## src/rtl/sprite_grabber.sv

```systemverilog
// Sprite grabber: snapshots a 16x16 one-bit region of the live pixel stream into
// sprite bitmap RAM, writing each captured row as a low byte then a high byte.
module sprite_grabber #(
  parameter int unsigned BMP_BITS = 3,
  parameter int unsigned CNT_BITS = 9
) (
  input  logic                clk,
  input  logic                reset,
  input  logic                arm,
  input  logic                abort,
  input  logic [BMP_BITS-1:0] bmp_sel,
  input  logic                hmirror,
  input  logic                vmirror,
  input  logic                vstart,
  input  logic                hstart,
  input  logic                pix,
  output logic [BMP_BITS+4:0] wr_addr,
  output logic [7:0]          wr_data,
  output logic                wr_en,
  output logic                busy,
  output logic                done,
  output logic [CNT_BITS-1:0] pix_count
);

  typedef enum logic [2:0] {
    StIdle, StWaitV, StWaitH, StCapture, StStoreLo, StStoreHi
  } state_e;

  state_e              state_q, state_d;
  logic [BMP_BITS-1:0] bmp_q, bmp_d;
  logic                hmir_q, hmir_d;
  logic                vmir_q, vmir_d;
  logic [3:0]          row_q, row_d;
  logic [3:0]          col_q, col_d;
  logic [15:0]         shift_q, shift_d;
  logic [CNT_BITS-1:0] cnt_q, cnt_d;
  logic [CNT_BITS-1:0] pc_q, pc_d;
  logic [BMP_BITS+4:0] addr_q, addr_d;
  logic [7:0]          data_q, data_d;
  logic                wr_en_q, wr_en_d;
  logic                done_q, done_d;
  logic [3:0]          vm_row;
  logic [3:0]          bit_idx;

  assign vm_row  = vmir_q ? ~row_q : row_q;
  assign bit_idx = hmir_q ? (4'd15 - col_q) : col_q;

  always_comb begin
    state_d = state_q;
    bmp_d   = bmp_q;
    hmir_d  = hmir_q;
    vmir_d  = vmir_q;
    row_d   = row_q;
    col_d   = col_q;
    shift_d = shift_q;
    cnt_d   = cnt_q;
    pc_d    = pc_q;
    addr_d  = addr_q;
    data_d  = data_q;
    wr_en_d = 1'b0;
    done_d  = 1'b0;

    case (state_q)
      StIdle: begin
        if (arm) begin
          bmp_d   = bmp_sel;
          hmir_d  = hmirror;
          vmir_d  = vmirror;
          row_d   = '0;
          col_d   = '0;
          shift_d = '0;
          cnt_d   = '0;
          state_d = StWaitV;
        end
      end
      StWaitV: begin
        if (vstart) begin
          col_d   = '0;
          state_d = hstart ? StCapture : StWaitH;
        end
      end
      StWaitH: begin
        if (hstart) begin
          col_d   = '0;
          state_d = StCapture;
        end
      end
      StCapture: begin
        shift_d[bit_idx] = pix;
        cnt_d = cnt_q + CNT_BITS'(pix);
        col_d = col_q + 4'd1;
        if (col_q == 4'd15) state_d = StStoreLo;
      end
      StStoreLo: begin
        wr_en_d = 1'b1;
        addr_d  = {bmp_q, vm_row, 1'b0};
        data_d  = shift_q[7:0];
        state_d = StStoreHi;
      end
      StStoreHi: begin
        wr_en_d = 1'b1;
        addr_d  = {bmp_q, vm_row, 1'b1};
        data_d  = shift_q[15:8];
        if (row_q == 4'd15) begin
          pc_d    = cnt_q;
          done_d  = 1'b1;
          state_d = StIdle;
        end else begin
          row_d   = row_q + 4'd1;
          shift_d = '0;
          state_d = StWaitH;
        end
      end
      default: state_d = StIdle;
    endcase

    // Abort wins over everything: drop any pending write and skip the done pulse.
    if (abort && (state_q != StIdle)) begin
      state_d = StIdle;
      wr_en_d = 1'b0;
      done_d  = 1'b0;
      pc_d    = pc_q;
    end
  end

  always_ff @(posedge clk or negedge reset) begin
    if (!reset) begin
      state_q <= StIdle;
      bmp_q   <= '0;
      hmir_q  <= 1'b0;
      vmir_q  <= 1'b0;
      row_q   <= '0;
      col_q   <= '0;
      shift_q <= '0;
      cnt_q   <= '0;
      pc_q    <= '0;
      addr_q  <= '0;
      data_q  <= '0;
      wr_en_q <= 1'b0;
      done_q  <= 1'b0;
    end else begin
      state_q <= state_d;
      bmp_q   <= bmp_d;
      hmir_q  <= hmir_d;
      vmir_q  <= vmir_d;
      row_q   <= row_d;
      col_q   <= col_d;
      shift_q <= shift_d;
      cnt_q   <= cnt_d;
      pc_q    <= pc_d;
      addr_q  <= addr_d;
      data_q  <= data_d;
      wr_en_q <= wr_en_d;
      done_q  <= done_d;
    end
  end

  assign wr_addr   = addr_q;
  assign wr_data   = data_q;
  assign wr_en     = wr_en_q;
  assign done      = done_q;
  assign pix_count = pc_q;
  assign busy      = (state_q != StIdle);

endmodule

```

## config.mk

```make
export PLATFORM = sky130hd
export DESIGN_NAME = sprite_grabber
export DESIGN_NICKNAME = d
export VERILOG_FILES = /design/src/rtl/sprite_grabber.sv
export SDC_FILE = /design/constraint.sdc
export NUM_CORES = 1
export LEC_CHECK = 0
export CORE_ASPECT_RATIO = 2
export CORE_MARGIN = 2
export CORE_UTILIZATION = 35
export CTS_CLUSTER_SIZE = 14
export DETAILED_ROUTE_END_ITERATION = 10
export PLACE_DENSITY = 0.52
export SYNTH_ARGS = -nofsm -noshare
export SYNTH_HDL_FRONTEND = slang
export SYNTH_SLANG_ARGS = --single-unit
```

## constraint.sdc

```tcl
create_clock -name clk -period 2.3 [get_ports clk]
set_clock_uncertainty 0.1 [all_clocks]
set_input_delay 0.46 -clock clk [delete_from_list [all_inputs] [get_ports clk]]
set_output_delay 0.46 -clock clk [all_outputs]
set_load 0.1 [all_outputs]
```

==> results.md, run 1 <==
* Slowest CP cell: dfrtp_1
* Commonest cells post-synth: dfrtp_1 (68), nand2_1 (59), o21ai_0 (29)
* Syn Area/Cell at 10.3 um^2
* I/O Buffers at 39
* Site row count at 50
* Clock latency on the worst-skew pair at 0.33 ns
* Synth top area share at 50.6%
* Area Overhead vs Synth at 23.8%
* Top cells by area, synth: dfrtp_1 (51%), nand2_1 (6.6%), o211ai_1 (6.2%), mux2i_1 (4.5%), o21ai_0 (4.3%)
* Hold Path Class: primary input to asynchronous set/reset pin
* DRT Pass-1 Iters at 4
* Final Power at 5.55 mW
* Post-Synthesis Cells at 327
* Sequential Power Share at 30.9%
* Final period utilization at 90.8%
* Crit. End Element: output port
* Relative slew margins at 56.6%
* Die Ht at 143 um
* # DRC at 0
* Total grt overflow at 0
* CP delay by family, top: flip-flops
* Dominant synthesized flop cell: dfrtp_1
* Count leader, synth: dfrtp_1
* Die Span X at 73.3 um
* Total core area at 9380 um^2
* Largest net degree at the start of global routing at 69
* Worst IR Drop VDD at 1.10 mV
* Seq cells post-synth at 68
* Vias in the first global route at 2547
* Post-Route WL at 7950 um
* Clock tree from TritonCTS: yes
* Worst stage delay on the critical path at 0.40 ns
* Design area at 4170 um^2
* Clk sinks at 68
* Via density per instance at 5.29
* Setup_tns at 0 ns
* Worst Path Max Fanout at 14
* Hold buffer count at CTS at 0
* # resized after CTS at 0
* Vias at 2567
* CTS Buffer Depth at 2
* Power share of the combinational group at 44.1%
* Sequential area share after synthesis at 50.6%
* CP Launch Type: flop
* Placed inst area at 3860 um^2
* Initial core utilization at 35.9%
* DPL Wire Length at 5660 um
* Setup violators final at 0
* Arrival @ worst endpoint at 1.53 ns
* Diodes inserted at 0
* H-Tree Depth at 3
* Post-CTS setup buffers at 0
* Layout cells sized above 1 at 21.3%
* Final Max Slew Viols at 0
* Least-Margin Pin Slew at 0.651 ns
* Fillcell total at 911
* Int Power at 3.02 mW
* CP bufs+invs at 2
* Clock network fraction of total power at 25.1%
* Number of synthesized flops with an enable pin at 0
* Iter 0 DRT Violations at 180
* Minimum clock period at 2.09 ns
* Total track usage at 16.4%
* Final WS setup at 0.212 ns
* Die ar. at 10500 um^2
* GP Congestion at 0.789
* First-pass GRT wire length at 13000 um
* Crit path kind: flop to output port
* Yosys Warn Count at 0
* Unrepaired setup endpoints after global routing: false
* Status: finished, final reports clean
* Nets@finish at 392
* Worst-path cell chain: buf_4 > or3_1 > buf_12
* Static leakage power at 1.96 nW
* Worst slack, placed at 0.215 ns
* Yosys top cell by area: dfrtp_1
* Root Buffer: clkbuf_16
* Syn Nets at 343
* Psw at 2.53 mW
* Post-DRT Antenna Nets at 0
* Asr flop ratio synth at 100%
* Hold Vio Cnt, Final at 0
* Mapped Area at 3370 um^2
* Wire per inst at 16.4 um
* Sw Ratio at 45.5%
* CP required at 1.74 ns
* CTS buffer count at 9
* Initial antenna violation count at 0
* Clock transition at path regs at 0.06 ns
* Max Fclk at 479 MHz
* Max Cap Violations at 0
* Synth unique cells at 42
* Pwr Density at 1330 nW/um^2
* I/O pin cnt at 40
==> layer usage <==
layer  share of wire (%)  up-vias  global-route usage [%]
met5                   0        -                       0
met4                 1.9        0                    6.12
met3                 3.0       12                    4.16
met2                  55       50                    28.4
met1                  40     1237                    18.9
li1                    -     1268                       -
==> cell type report <==
type | count | area [um^2] | area share (%)
sequential | 68 | 1700 | 40.9
tap | 104 | 130 | 3.12
clock inverter | 6 | 63.8 | 1.53
clock buffer | 10 | 239 | 5.74
inverter | 3 | 11.3 | 0.270
multi-input combinational | 238 | 1550 | 37.2
timing repair buffer | 56 | 468 | 11.2
==> cells in the final DEF (no fill, tap or decap), drive strengths merged, types with 2 or more instances in the layout <==
cell,instances
buf,46
a31oi,3
nor3,2
o211ai,28
o21ai,30
mux2i,15
mux2,12
clkinv,3
ha,4
and3b,4
nand2,60
or2,4
dfrtp,68
xor2,3
nand4,3
inv,3
or3,7
clkbuf,10
clkinvlp,2
clkdlybuf4s50,10
xnor2,5
nor2,15
nand3,14
a22o,3
nor2b,4
and3,5
a21oi,4
nand2b,2
==> logic make-up after synthesis <==
group           share of synthesized area (%)
compound gates                           14.6
fa+ha+maj                                1.49
mux                                      9.48
buf+inv                                  3.35
flops                                    50.6
simple gates                             18.5
xor+xnor                                 2.08
==> flip-flops by register name (all words and copies together) (netlist names), 3 cells and up <==
signal	cells
pix_count	9
bmp_q	3
shift_q	16
row_q	4
col_q	4
wr_addr	8
state_q	3
cnt_q	9
wr_data	8
==> path summary, 6_finish.rpt <==
path	end	cells past startpoint	slack, ns	from
setup / recovery	busy	3	0.21	state_q[0]
hold / removal	cnt_q[3]	2	0.02	reset
setup reg to reg	pix_count[5]	5	0.40	row_q[0]
hold reg to reg	bmp_q[0]	2	0.38	bmp_q[0]
max in group asynchronous	state_q[0]	2	1.75	reset
min in group clk	bmp_q[0]	2	0.38	bmp_q[0]
==> per-stage QoR <==
stage	utilization, %	hold slack, ns	cells
2_1_floorplan	-	0.0644	327
3_3_place_gp	41.2	0.356	469
3_5_place_dp	41.2	0.367	469
4_1_cts	44.4	0.0512	485
5_1_grt	44.4	0.0512	485
6_report	44.4	0.0234	485
==> power by group through the flow <==
stage | registers, mW | clock network [mW] | logic [mW]
2_1_floorplan | 2.48 | 0 | 1.04
3_3_place_gp | 1.73 | 0 | 2.45
3_5_place_dp | 1.74 | 0 | 2.46
4_1_cts | 1.72 | 1.43 | 2.47
5_1_grt | 1.75 | 1.48 | 2.62
6_report | 1.71 | 1.39 | 2.45
Power figures use the tool's default switching activity.
==> run 2: changes to the inputs <==
- CORE_MARGIN: 2 -> default
- CORE_UTILIZATION: 35 -> 45
- PLACE_DENSITY: 0.52 -> default
- PLACE_DENSITY_LB_ADDON: default -> 0.15
==> run 2 against run 1 <==
Net effect:
- total power shrank 1.9%
- final cell count shrank 2.9%
- sequential power is essentially flat
- final area shrank 1.0%
- routed wire length shrank 3.2%
- first-iteration DRC count shrank 23%
- worst setup slack lost 0.025 ns
- count of clock-buffer cells in the layout is the same
- critical endpoint unchanged
==> results.md, run 2 (synthesized netlist as in run 1, its figures left out) <==
* Final Power at 5.45 mW (was 5.55 mW)
* Layout cells sized above 1 at 20.8% (was 21.3%)
* # DRC at 0 (unchanged)
* Top reg by flops: shift_q (unchanged)
* Nets@finish at 390 (was 392)
* Setup_tns at 0 ns (unchanged)
* Hold buffer count at CTS at 0 (unchanged)
* Arrival @ worst endpoint at 1.55 ns (was 1.53 ns)
* Post-CTS setup buffers at 0 (unchanged)
* Worst IR Drop VDD at 0.644 mV (was 1.10 mV)
* Pwr Density at 1320 nW/um^2 (was 1330 nW/um^2)
* Initial core utilization at 46.3% (was 35.9%)
* Total core area at 7270 um^2 (was 9380 um^2)
* Worst slack, placed at 0.241 ns (was 0.215 ns)
* Via density per instance at 5.55 (was 5.29)
* Placed inst area at 3840 um^2 (was 3860 um^2)
* Crit path kind: flop to output port (unchanged)
* CTS Buffer Depth at 2 (unchanged)
* Hold Path Class: primary input to asynchronous set/reset pin (unchanged)
* Clock latency on the worst-skew pair at 0.33 ns (about the same)
* DRT Pass-1 Iters at 4 (unchanged)
* Minimum clock period at 2.11 ns (was 2.09 ns)
* CTS buffer count at 9 (unchanged)
* Crit. End Element: output port (unchanged)
* Final period utilization at 91.9% (was 90.8%)
* Clock tree from TritonCTS: yes (unchanged)
* # resized after CTS at 0 (unchanged)
* DPL Wire Length at 5410 um (was 5660 um)
* Post-DRT Antenna Nets at 0 (unchanged)
* Max Fclk at 473 MHz (was 479 MHz)
* Least-Margin Pin Slew at 0.662 ns (was 0.651 ns)
* Site row count at 44 (was 50)
* Final Max Slew Viols at 0 (unchanged)
* Final WS setup at 0.187 ns (was 0.212 ns)
* Worst Path Max Fanout at 10 (was 14)
* Die Ht at 124 um (was 143 um)
* Vias at 2612 (was 2567)
* Largest net degree at the start of global routing at 69 (unchanged)
* Max Cap Violations at 0 (unchanged)
* Iter 0 DRT Violations at 138 (was 180)
* CP required at 1.74 ns (about the same)
* Post-Route WL at 7700 um (was 7950 um)
* Die ar. at 7850 um^2 (was 10500 um^2)
* Most common cell after layout, fill and taps aside: dfrtp_1 (unchanged)
* Total track usage at 21.8% (was 16.4%)
* Clock transition at path regs at 0.06 ns (about the same)
* Hold Vio Cnt, Final at 0 (unchanged)
* WHS at 0.0226 ns (was 0.0234 ns)
* Unrepaired setup endpoints after global routing: false (unchanged)
* Design area at 4120 um^2 (was 4170 um^2)
* Wire per inst at 16.3 um (was 16.4 um)
* Total grt overflow at 0 (unchanged)
* I/O pin cnt at 40 (unchanged)
* Clk sinks at 68 (unchanged)
* Diodes inserted at 0 (unchanged)
* Status: finished, final reports clean (unchanged)
* First-pass GRT wire length at 13100 um (was 13000 um)
* GP Congestion at 0.768 (was 0.789)
* Root Buffer: clkbuf_16 (unchanged)
* Initial antenna violation count at 0 (unchanged)
* Area Overhead vs Synth at 22.5% (was 23.8%)
* Relative slew margins at 55.9% (was 56.6%)
* I/O Buffers at 39 (unchanged)
* Max reg flops at 16 (unchanged)
* Die Span X at 63.2 um (was 73.3 um)
* H-Tree Depth at 3 (unchanged)
* Setup violators final at 0 (unchanged)
* Most frequent cells in the layout: dfrtp_1 (68), nand2_1 (59), buf_4 (40) (was dfrtp_1 (68), nand2_1 (59), buf_4 (43))
* Static leakage power at 1.95 nW (was 1.96 nW)
* CP Launch Type: flop (unchanged)
* Vias in the first global route at 2587 (was 2547)
[run 2: changes by cell type in the layout (fill, tap and decap cells not counted)]
cell	delta
buf_12	+1
clkinv_4	-1
clkinv_2	+1
buf_4	-3
bufinv_16	-1
inv_6	+1
[run 2: worst max-delay path, stage by stage, from the launching register on]
cell,delay [ns]
dfrtp_1,0.44
buf_4,0.20
or3_1,0.40
buf_12,0.19
[run 2: cell type report]
| class | instances | area, um^2 |
|---|---|---|
| Clock buffer | 10 | 239 |
| Clock inverter | 6 | 38.8 |
| Fill cell | 648 | 3140 |
| Inverter | 3 | 11.3 |
| Multi-Input combinational cell | 238 | 1550 |
| Sequential cell | 68 | 1700 |
| Tap cell | 92 | 115 |
| Timing Repair Buffer | 54 | 465 |
[run 2: final timing paths]
| path | start | end | slack [ns] | depth (start not counted) |
|---|---|---|---|---|
| min in group clk | bmp_q[0] | bmp_q[0] | 0.37 | 2 |
| min reg2reg | bmp_q[0] | bmp_q[0] | 0.37 | 2 |
| max reg2reg | state_q[2] | shift_q[4] | 0.28 | 4 |
| min | reset | cnt_q[3] | 0.02 | 2 |
| max in group asynchronous | reset | wr_data[1] | 1.74 | 2 |
| max | state_q[1] | busy | 0.19 | 3 |
[run 2: metal layers]
metal	share of wire, %	wire length (um)	vias up	track usage (%)
met5	0	0	-	0
met4	2.5	195	0	11.8
met3	2.9	226	13	3.66
met2	54	4150	53	37.8
met1	41	3130	1283	24.9
li1	-	-	1263	-
[run 2: metrics by stage]
stage          utilization, %  cells
2_1_floorplan               -    327
3_3_place_gp             52.9    455
3_5_place_dp             52.9    455
4_1_cts                  56.7    471
5_1_grt                  56.7    471
6_report                 56.7    471
[run 2: power breakdown]
group	switching [mW]	internal [mW]	leakage, nW
logic	1.75	0.710	0.889
clock network	0.518	0.755	0.135
registers	0.254	1.46	0.925
total	2.52	2.93	1.95
==> run 3: changes to the inputs <==
- CAP_MARGIN: default -> 20
- SKIP_CTS_REPAIR_TIMING: default -> 1
==> results of run 3 <==
No change in the layout: final DEF, timing and power equal those of run 2.
